==> config.mk <==
export PLATFORM = sky130hd
export DESIGN_NAME = btn_debounce_ctrl_flat
export DESIGN_NICKNAME = d
export VERILOG_FILES = /design/src/rtl/btn_debounce_ctrl_if.sv /design/src/rtl/btn_debounce_ctrl.sv /design/src/flat_wrapper.sv
export SDC_FILE = /design/constraint.sdc
export NUM_CORES = 1
export LEC_CHECK = 0
export CAP_MARGIN = 20
export CORE_MARGIN = 2
export CORE_UTILIZATION = 55
export DETAILED_ROUTE_END_ITERATION = 12
export PLACE_DENSITY = 0.84
export SETUP_SLACK_MARGIN = 0.15
export SLEW_MARGIN = 20
export SYNTH_ARGS = -nofsm -noshare
export SYNTH_HDL_FRONTEND = slang
export SYNTH_SLANG_ARGS = --single-unit
==> constraint.sdc <==
create_clock -name clock -period 4.8 [get_ports clock]
set_input_delay 1.44 -clock clock [delete_from_list [all_inputs] [get_ports clock]]
set_output_delay 1.44 -clock clock [all_outputs]
set_load 0.02 [all_outputs]
==> src/rtl/btn_debounce_ctrl_if.sv <==
// Button bus: raw pins in, debounced level and event pulses out.
interface btn_debounce_ctrl_if #(
   parameter int unsigned NUM_BTN = 5
);
   logic [NUM_BTN-1:0] push_button;
   logic               sample_tick;
   logic [NUM_BTN-1:0] btn_level;
   logic [NUM_BTN-1:0] btn_press;
   logic [NUM_BTN-1:0] btn_release;
   logic [NUM_BTN-1:0] btn_hold;

   modport master (
      output push_button,
      input  sample_tick, btn_level, btn_press, btn_release, btn_hold
   );

   modport slave (
      input  push_button,
      output sample_tick, btn_level, btn_press, btn_release, btn_hold
   );
endinterface

==> src/rtl/btn_debounce_ctrl.sv <==
// Push-button debouncer: shared sample tick, 2-FF synchronizers and one
// debounce FSM per button producing level, press, release and hold events.
module btn_debounce_ctrl #(
   parameter int unsigned NUM_BTN      = 5,
   parameter int unsigned TICK_DIV     = 250000,
   parameter int unsigned STABLE_TICKS = 4,
   parameter int unsigned HOLD_TICKS   = 400
) (
   input  logic          clock,
   input  logic          reset,
   btn_debounce_ctrl_if.slave bus
);

   localparam int unsigned TW = (TICK_DIV > 1) ? $clog2(TICK_DIV) : 1;
   localparam int unsigned CW = $clog2(STABLE_TICKS + 1);
   localparam int unsigned HW = (HOLD_TICKS > 0) ? $clog2(HOLD_TICKS + 1) : 1;

   localparam logic [TW-1:0] TICK_LAST = TW'(TICK_DIV - 1);
   localparam logic [CW-1:0] CNT_LAST  = CW'(STABLE_TICKS - 1);
   localparam logic [HW-1:0] HOLD_MAX  = HW'(HOLD_TICKS);
   localparam logic [HW-1:0] HOLD_LAST = HW'(HOLD_TICKS - 1);

   typedef enum logic [1:0] {
      IDLE,
      PRESS_CHK,
      PRESSED,
      RELEASE_CHK
   } state_t;

   logic [TW-1:0]      tick_cnt;
   logic               tick;
   logic [NUM_BTN-1:0] sync_a;
   logic [NUM_BTN-1:0] sync;

   state_t             state_q [NUM_BTN];
   state_t             state_d [NUM_BTN];
   logic [CW-1:0]      cnt_q   [NUM_BTN];
   logic [CW-1:0]      cnt_d   [NUM_BTN];
   logic [HW-1:0]      hcnt_q  [NUM_BTN];
   logic [HW-1:0]      hcnt_d  [NUM_BTN];

   logic [NUM_BTN-1:0] level_q, level_d;
   logic [NUM_BTN-1:0] press_q, press_d;
   logic [NUM_BTN-1:0] rel_q,   rel_d;
   logic [NUM_BTN-1:0] hold_q,  hold_d;

   // Sample-tick divider: registered tick follows the terminal count by one cycle.
   always_ff @(posedge clock or posedge reset) begin
      if (reset) begin
         tick_cnt <= '0;
         tick     <= 1'b0;
      end else if (tick_cnt == TICK_LAST) begin
         tick_cnt <= '0;
         tick     <= 1'b1;
      end else begin
         tick_cnt <= tick_cnt + TW'(1);
         tick     <= 1'b0;
      end
   end

   // Two-stage synchronizer for the raw button pins.
   always_ff @(posedge clock or posedge reset) begin
      if (reset) begin
         sync_a <= '0;
         sync   <= '0;
      end else begin
         sync_a <= bus.push_button;
         sync   <= sync_a;
      end
   end

   // FSM state, counters and registered outputs for every button.
   always_ff @(posedge clock or posedge reset) begin
      if (reset) begin
         for (int unsigned i = 0; i < NUM_BTN; i++) begin
            state_q[i] <= IDLE;
            cnt_q[i]   <= '0;
            hcnt_q[i]  <= '0;
         end
         level_q <= '0;
         press_q <= '0;
         rel_q   <= '0;
         hold_q  <= '0;
      end else begin
         for (int unsigned i = 0; i < NUM_BTN; i++) begin
            state_q[i] <= state_d[i];
            cnt_q[i]   <= cnt_d[i];
            hcnt_q[i]  <= hcnt_d[i];
         end
         level_q <= level_d;
         press_q <= press_d;
         rel_q   <= rel_d;
         hold_q  <= hold_d;
      end
   end

   // Next-state and event logic; transitions only on tick cycles, pulses default low.
   always_comb begin
      level_d = level_q;
      press_d = '0;
      rel_d   = '0;
      hold_d  = '0;
      for (int unsigned i = 0; i < NUM_BTN; i++) begin
         state_d[i] = state_q[i];
         cnt_d[i]   = cnt_q[i];
         hcnt_d[i]  = hcnt_q[i];
         if (tick) begin
            case (state_q[i])
               IDLE: begin
                  if (sync[i]) begin
                     state_d[i] = PRESS_CHK;
                     cnt_d[i]   = CW'(1);
                  end
               end
               PRESS_CHK: begin
                  if (!sync[i]) begin
                     state_d[i] = IDLE;
                     cnt_d[i]   = '0;
                  end else if (cnt_q[i] == CNT_LAST) begin
                     state_d[i] = PRESSED;
                     cnt_d[i]   = '0;
                     hcnt_d[i]  = '0;
                     level_d[i] = 1'b1;
                     press_d[i] = 1'b1;
                  end else begin
                     cnt_d[i] = cnt_q[i] + CW'(1);
                  end
               end
               PRESSED: begin
                  if (!sync[i]) begin
                     state_d[i] = RELEASE_CHK;
                     cnt_d[i]   = CW'(1);
                  end else if (hcnt_q[i] != HOLD_MAX) begin
                     hcnt_d[i] = hcnt_q[i] + HW'(1);
                     if (hcnt_q[i] == HOLD_LAST) begin
                        hold_d[i] = 1'b1;
                     end
                  end
               end
               RELEASE_CHK: begin
                  if (sync[i]) begin
                     state_d[i] = PRESSED;
                     cnt_d[i]   = '0;
                  end else if (cnt_q[i] == CNT_LAST) begin
                     state_d[i] = IDLE;
                     cnt_d[i]   = '0;
                     level_d[i] = 1'b0;
                     rel_d[i]   = 1'b1;
                  end else begin
                     cnt_d[i] = cnt_q[i] + CW'(1);
                  end
               end
               default: begin
                  state_d[i] = IDLE;
                  cnt_d[i]   = '0;
               end
            endcase
         end
      end
   end

   assign bus.sample_tick = tick;
   assign bus.btn_level   = level_q;
   assign bus.btn_press   = press_q;
   assign bus.btn_release = rel_q;
   assign bus.btn_hold    = hold_q;

endmodule

==> src/flat_wrapper.sv <==
// flat-port wrapper written by rule: the top's interface ports become plain ports
module btn_debounce_ctrl_flat 
#(
   parameter int unsigned NUM_BTN      = 5,
   parameter int unsigned TICK_DIV     = 250000,
   parameter int unsigned STABLE_TICKS = 4,
   parameter int unsigned HOLD_TICKS   = 400
)
  (clock, reset, bus_push_button, bus_sample_tick, bus_btn_level, bus_btn_press, bus_btn_release, bus_btn_hold);
  btn_debounce_ctrl_if #(.NUM_BTN(NUM_BTN)) bus_i ();
  input  logic clock;
  input  logic reset;
  input wire logic [$bits(bus_i.push_button)-1:0] bus_push_button;
  output wire logic [$bits(bus_i.sample_tick)-1:0] bus_sample_tick;
  output wire logic [$bits(bus_i.btn_level)-1:0] bus_btn_level;
  output wire logic [$bits(bus_i.btn_press)-1:0] bus_btn_press;
  output wire logic [$bits(bus_i.btn_release)-1:0] bus_btn_release;
  output wire logic [$bits(bus_i.btn_hold)-1:0] bus_btn_hold;
  assign bus_i.push_button = bus_push_button;
  assign bus_sample_tick = bus_i.sample_tick;
  assign bus_btn_level = bus_i.btn_level;
  assign bus_btn_press = bus_i.btn_press;
  assign bus_btn_release = bus_i.btn_release;
  assign bus_btn_hold = bus_i.btn_hold;
  btn_debounce_ctrl #(.NUM_BTN(NUM_BTN), .TICK_DIV(TICK_DIV), .STABLE_TICKS(STABLE_TICKS), .HOLD_TICKS(HOLD_TICKS)) u_core (.clock(clock), .reset(reset), .bus(bus_i));
endmodule
-- Yosys cells after proc, flatten, opt, wreduce, memory -nomap -nowiden
Cells that the tools add are included.
- input bits: 7
- register bits: 119
- equality and inequality tests: 81
- reductions and logical operators: 35
- muxes and demuxes: 177
- $add $sub $neg: 11
- operators by type and width (cell ; count):
    9-bit two-way mux ; 20
    9-bit one-hot mux with 2 select lines ; 5
    1-bit two-way mux ; 81
    3-bit two-way mux ; 25
    2-bit two-way mux ; 30
    2-bit by 1-bit != test with 1-bit output (second input constant) ; 30
    3-bit one-hot mux with 4 select lines ; 5
    6-bit AND reduction ; 10
    9-bit by 1-bit adder with 9-bit output (second input constant) ; 5
    9-bit == test (second input constant) ; 5
    9-bit != test (second input constant) ; 5
    2-bit one-hot mux with 4 select lines ; 5
    5-bit AND reduction ; 5
    2-bit == test (second input constant) ; 10
    2-bit != test (second input constant) ; 10
    2-bit nonzero test ; 10
    18-bit by 1-bit adder with 18-bit output (second input constant) ; 1
    18-bit == test (second input constant) ; 1
    18-bit two-way mux ; 1
    3-bit by 1-bit adder with 3-bit output (second input constant) ; 5
    3-bit by 2-bit == test with 1-bit output (second input constant) ; 5
    3-bit by 1-bit != test with 1-bit output (second input constant) ; 5
    3-bit != test (second input constant) ; 5
    3-bit AND reduction ; 5
    3 further kinds ; 15

-- Depth between registers and ports, before layout
- depth after elaboration: 6
- mapped depth: 7

-- Worst setup path before layout
No wires, ideal clock.
- kind: reg-to-output
- start point: register u_core.tick (netlist: u_core.bus.sample_tick)
- end point: output bus_sample_tick
- arrival time: 448 ps
- stages on the path, launching flop included: 1
- slack: 2912 ps
- required time: 3360 ps
- path through: dfrtp_1
- RTL lines (item ; line ; RTL):
    from (decl) ; btn_debounce_ctrl.sv:31 ; logic tick;
    from (signal assigned) ; btn_debounce_ctrl.sv:51 ; tick <= 1'b0;
    from (signal assigned) ; btn_debounce_ctrl.sv:54 ; tick <= 1'b1;
    from (signal assigned) ; btn_debounce_ctrl.sv:57 ; tick <= 1'b0;
    to (decl) ; flat_wrapper.sv:14 ; output wire logic [$bits(bus_i.sample_tick)-1:0] bus_sample_tick;
No word-level cell between the ends.

-- Worst setup path after layout
- start point: register u_core.level_q[3] (netlist: u_core.bus.btn_level[3])
- end point: output bus_btn_level[3]
- RTL lines (item ; line ; RTL):
    from (decl) ; btn_debounce_ctrl.sv:42 ; logic [NUM_BTN-1:0] level_q, level_d;
    from (signal assigned) ; btn_debounce_ctrl.sv:90 ; level_q <= level_d;
    to (decl) ; flat_wrapper.sv:15 ; output wire logic [$bits(bus_i.btn_level)-1:0] bus_btn_level;
No word-level cell between the ends.

==> impl_metrics.yaml <==
clock_tree:
  postCtsHoldBufs: 0
  postCtsSetupRepairBufs: 0
  cts_root_buffer: "clkbuf_8"
  cts_sinks: 119
  cts_tree: "yes"
  htree_num_levels: 4
  insertion_delay_ns: 0.52
  cts.repair.resized: 0
  cts-buffers-inserted: 17
  cts_buffer_depth: 2
  path_clk_slew_ns: 0.05
floorplanning:
  core-area_um2: 10800
  die_area_um2: 11800
  io_pins: 28
  die_x_um: 109
  initial_utilization_pct: 56.0
  die_h_um: 109
  num_rows: 38
timing:
  hold_viol: 0
  relSlewSlack_pct: 42.8
  period_minus_slack_ns: 2.95
  finalMaxSlewViolations: 0
  skew_ns: 0.00744
  max_freq_mhz: 339
  setup_ws_ns: 1.85
  fin_setup_tns_ns: 0
  fin_crit_sh_pct: 61.4
  worst_pin_slew_ns: 0.858
  setup_viol: 0
  rsz0062_at_grt: "false"
  whs_ns: 0.348
logic_synthesis:
  syn_area_per_cell_um2: 10.2
  netlist_area_um2: 6050
  synth_edf_count: 0
  synth-seq-cells: 119
  synth_cells: 592
  ys_async_sr_fraction_pct: 100
  syn_nets: 623
  ys.flop_type: "dfrtp_1"
  ys_warn_count: 0
  ys_types: 59
  seq_area_frac_synth_pct: 49.3
pwr:
  pwr_density_cell_nw_per_um2: 321
  vdd_drop_max_uv: 341
  leakage_nw: 3.08
  power.total_mw: 2.25
placement:
  dp.cells: 742
  portBuffers: 27
  place_ws_ns: 1.92
  gp_congestion: 0.880
  dp_hpwl_um: 7950
  dpl_cell_area_um2: 6430
worst_setup_path:
  critical_path.max_fanout: 3
  path_cells: "clkdlybuf4s50_1"
  critPathBufInv: 1
  critPathSlowestCell: "clkdlybuf4s50_1"
  path_delay_family: "buffers and inverters"
  rr_worst_depth: 5
  end_kind: "output port"
  criticalPathCategory: "reg -> out"
  crit_arrival_ns: 1.51
  cp_num_cells: 1
  reg2reg_slack_ns: 2.46
  r2r-start: "u_core.state_q[8]"
  slowest_delay_ns: 0.62
  worstPathRequired_ns: 3.36
  r2r-end: "u_core.hcnt_q[40]"
  startpoint_type: "flip-flop"
global_routing:
  antenna_found_initial: 0
  grt_use_total_pct: 22.1
  grt_max_degree: 71
  first_global_vias: 4590
  grt_first_pass_wirelength_um: 20600
  grt-ovfl-total: 0
worst_hold_path:
  holdCritStartpoint: "u_core.sync_a[2]"
  holdPathEnd: "u_core.sync[2]"
  hold_path_class: "reg -> reg"
  min_path_cells: 0
cells_and_area:
  finalNetCount: 653
  fin_util_pct: 65.0
  drive_gt1_share_pct: 9.15
  area_delta_synth_final_pct: 16.1
  final_cell_area_um2: 7020
  final_cells: 774
  antenna_cells: 0
outcome:
  status: "completed"
drt:
  drcViolationCount: 0
  vias: 4675
  wl_per_cell_um: 15.5
  dr.pass1.iters: 5
  ant_nets: 0
  vias_per_cell: 6.04
  routed_wl_um: 12000
  drt_iter0_drc: 402
run:
  max_cap_viol_count: 0
cells in the mapped netlist, drive strengths merged, types with 4 or more instances:
cell    count  share of area, %
mux2       13               2.4
o31ai       9               1.1
xnor2       6              0.87
or3         4              0.41
buf        10              0.81
inv        35               2.2
nand4      17               1.9
and2        5              0.52
nand2      56               3.5
dfrtp     119                49
a21oi      16               1.3
o21ai      31               2.6
nor4        4              0.41
nor4bb      5              0.83
nand3b      7              0.87
nor3b      10               1.3
a32o       11               1.8
nor2       30               1.9
xor2        9               1.3
nand2b      9              0.93
ha         24               5.0
nor2b      10               1.0
nand3      38               3.1
nand4b      5              0.72
and3        8              0.83
mux2i      22               3.6
a31oi       6              0.62
clkbuf     11              0.68
nor3       14               1.2
power by group:
group | switching (mW) | leakage [nW] | internal [mW]
registers | 0.00577 | 1.63 | 1.01
clock network | 0.431 | 0.282 | 0.779
logic | 0.0227 | 1.17 | 0.00804
total | 0.459 | 3.08 | 1.80
placed cells by master, fill, tap and decap left out, types with 3 or more instances in the layout:
cell	instances
and2_1	4
xor2_1	9
nor3b_1	9
ha_1	24
nor4bb_1	5
dfrtp_1	119
a21oi_1	16
nor3_1	14
o2bb2ai_1	3
mux2_2	12
nand4b_1	5
o22ai_1	3
clkbuf_16	16
xnor2_1	6
nor4_1	4
nor4b_1	3
nand4_1	16
nor2b_1	10
a31oi_1	6
o21ai_0	30
nand2b_1	9
nand3_1	38
or2_2	3
a41oi_1	3
nor2_1	30
clkdlybuf4s50_1	27
and3_1	8
clkbuf_8	8
a22o_1	3
o21a_1	3
nand3b_1	7
or3_1	4
inv_1	34
nand2_1	56
a32o_1	11
buf_4	5
o31ai_1	9
mux2i_1	22
metal layers:
metal,GRT usage (%),up-vias,routed length [um]
met4,9.07,0,192
met1,26.7,2341,5260
met5,0,-,0
met2,37.3,102,6100
met3,6.40,23,476
li1,-,2209,-
registers in the layout, summed over array words and instances (netlist names), named ones only:
signal and count:
u_core.bus.btn_press 5, u_core.cnt_q 15, u_core.sync 5, u_core.bus.sample_tick 1, u_core.tick_cnt 18, u_core.bus.btn_level 5
u_core.sync_a 5, u_core.state_q 5, u_core.bus.btn_hold 5, u_core.bus.btn_release 5, u_core.hcnt_q 45
cell type report:
| type | instances | area [um^2] |
|---|---|---|
| Clock buffer | 25 | 514 |
| Inverter | 35 | 134 |
| Clock inverter | 6 | 63.8 |
| Timing Repair Buffer | 32 | 308 |
| Multi-Input combinational cell | 417 | 2850 |
| Sequential cell | 119 | 2980 |
| Tap cell | 140 | 175 |
| Fill cell | 797 | 3770 |
worst max path at each step:
stage | from | to
after detailed placement | reset | u_core.hcnt_q[16]
after global routing | u_core.bus.btn_level[0] | bus_btn_level[0]
after CTS | u_core.bus.btn_level[0] | bus_btn_level[0]
after global placement | reset | u_core.hcnt_q[11]
after floorplan | reset | async pin
final | u_core.bus.btn_level[3] | bus_btn_level[3]
kinds of logic after synthesis:
| kind of cell | after synthesis | synth area share [%] |
|---|---|---|
| adder cells (fa/ha/maj) | 24 | 4.97 |
| AO/OA/AOI/OAI | 103 | 11.8 |
| buffers and inverters | 56 | 3.66 |
| XOR/XNOR | 15 | 2.17 |
| multiplexers | 35 | 6.06 |
| flip-flops | 119 | 49.3 |
| AND/OR/NAND/NOR | 240 | 22.0 |
Note: power is estimated with default switching activity, not from simulation.
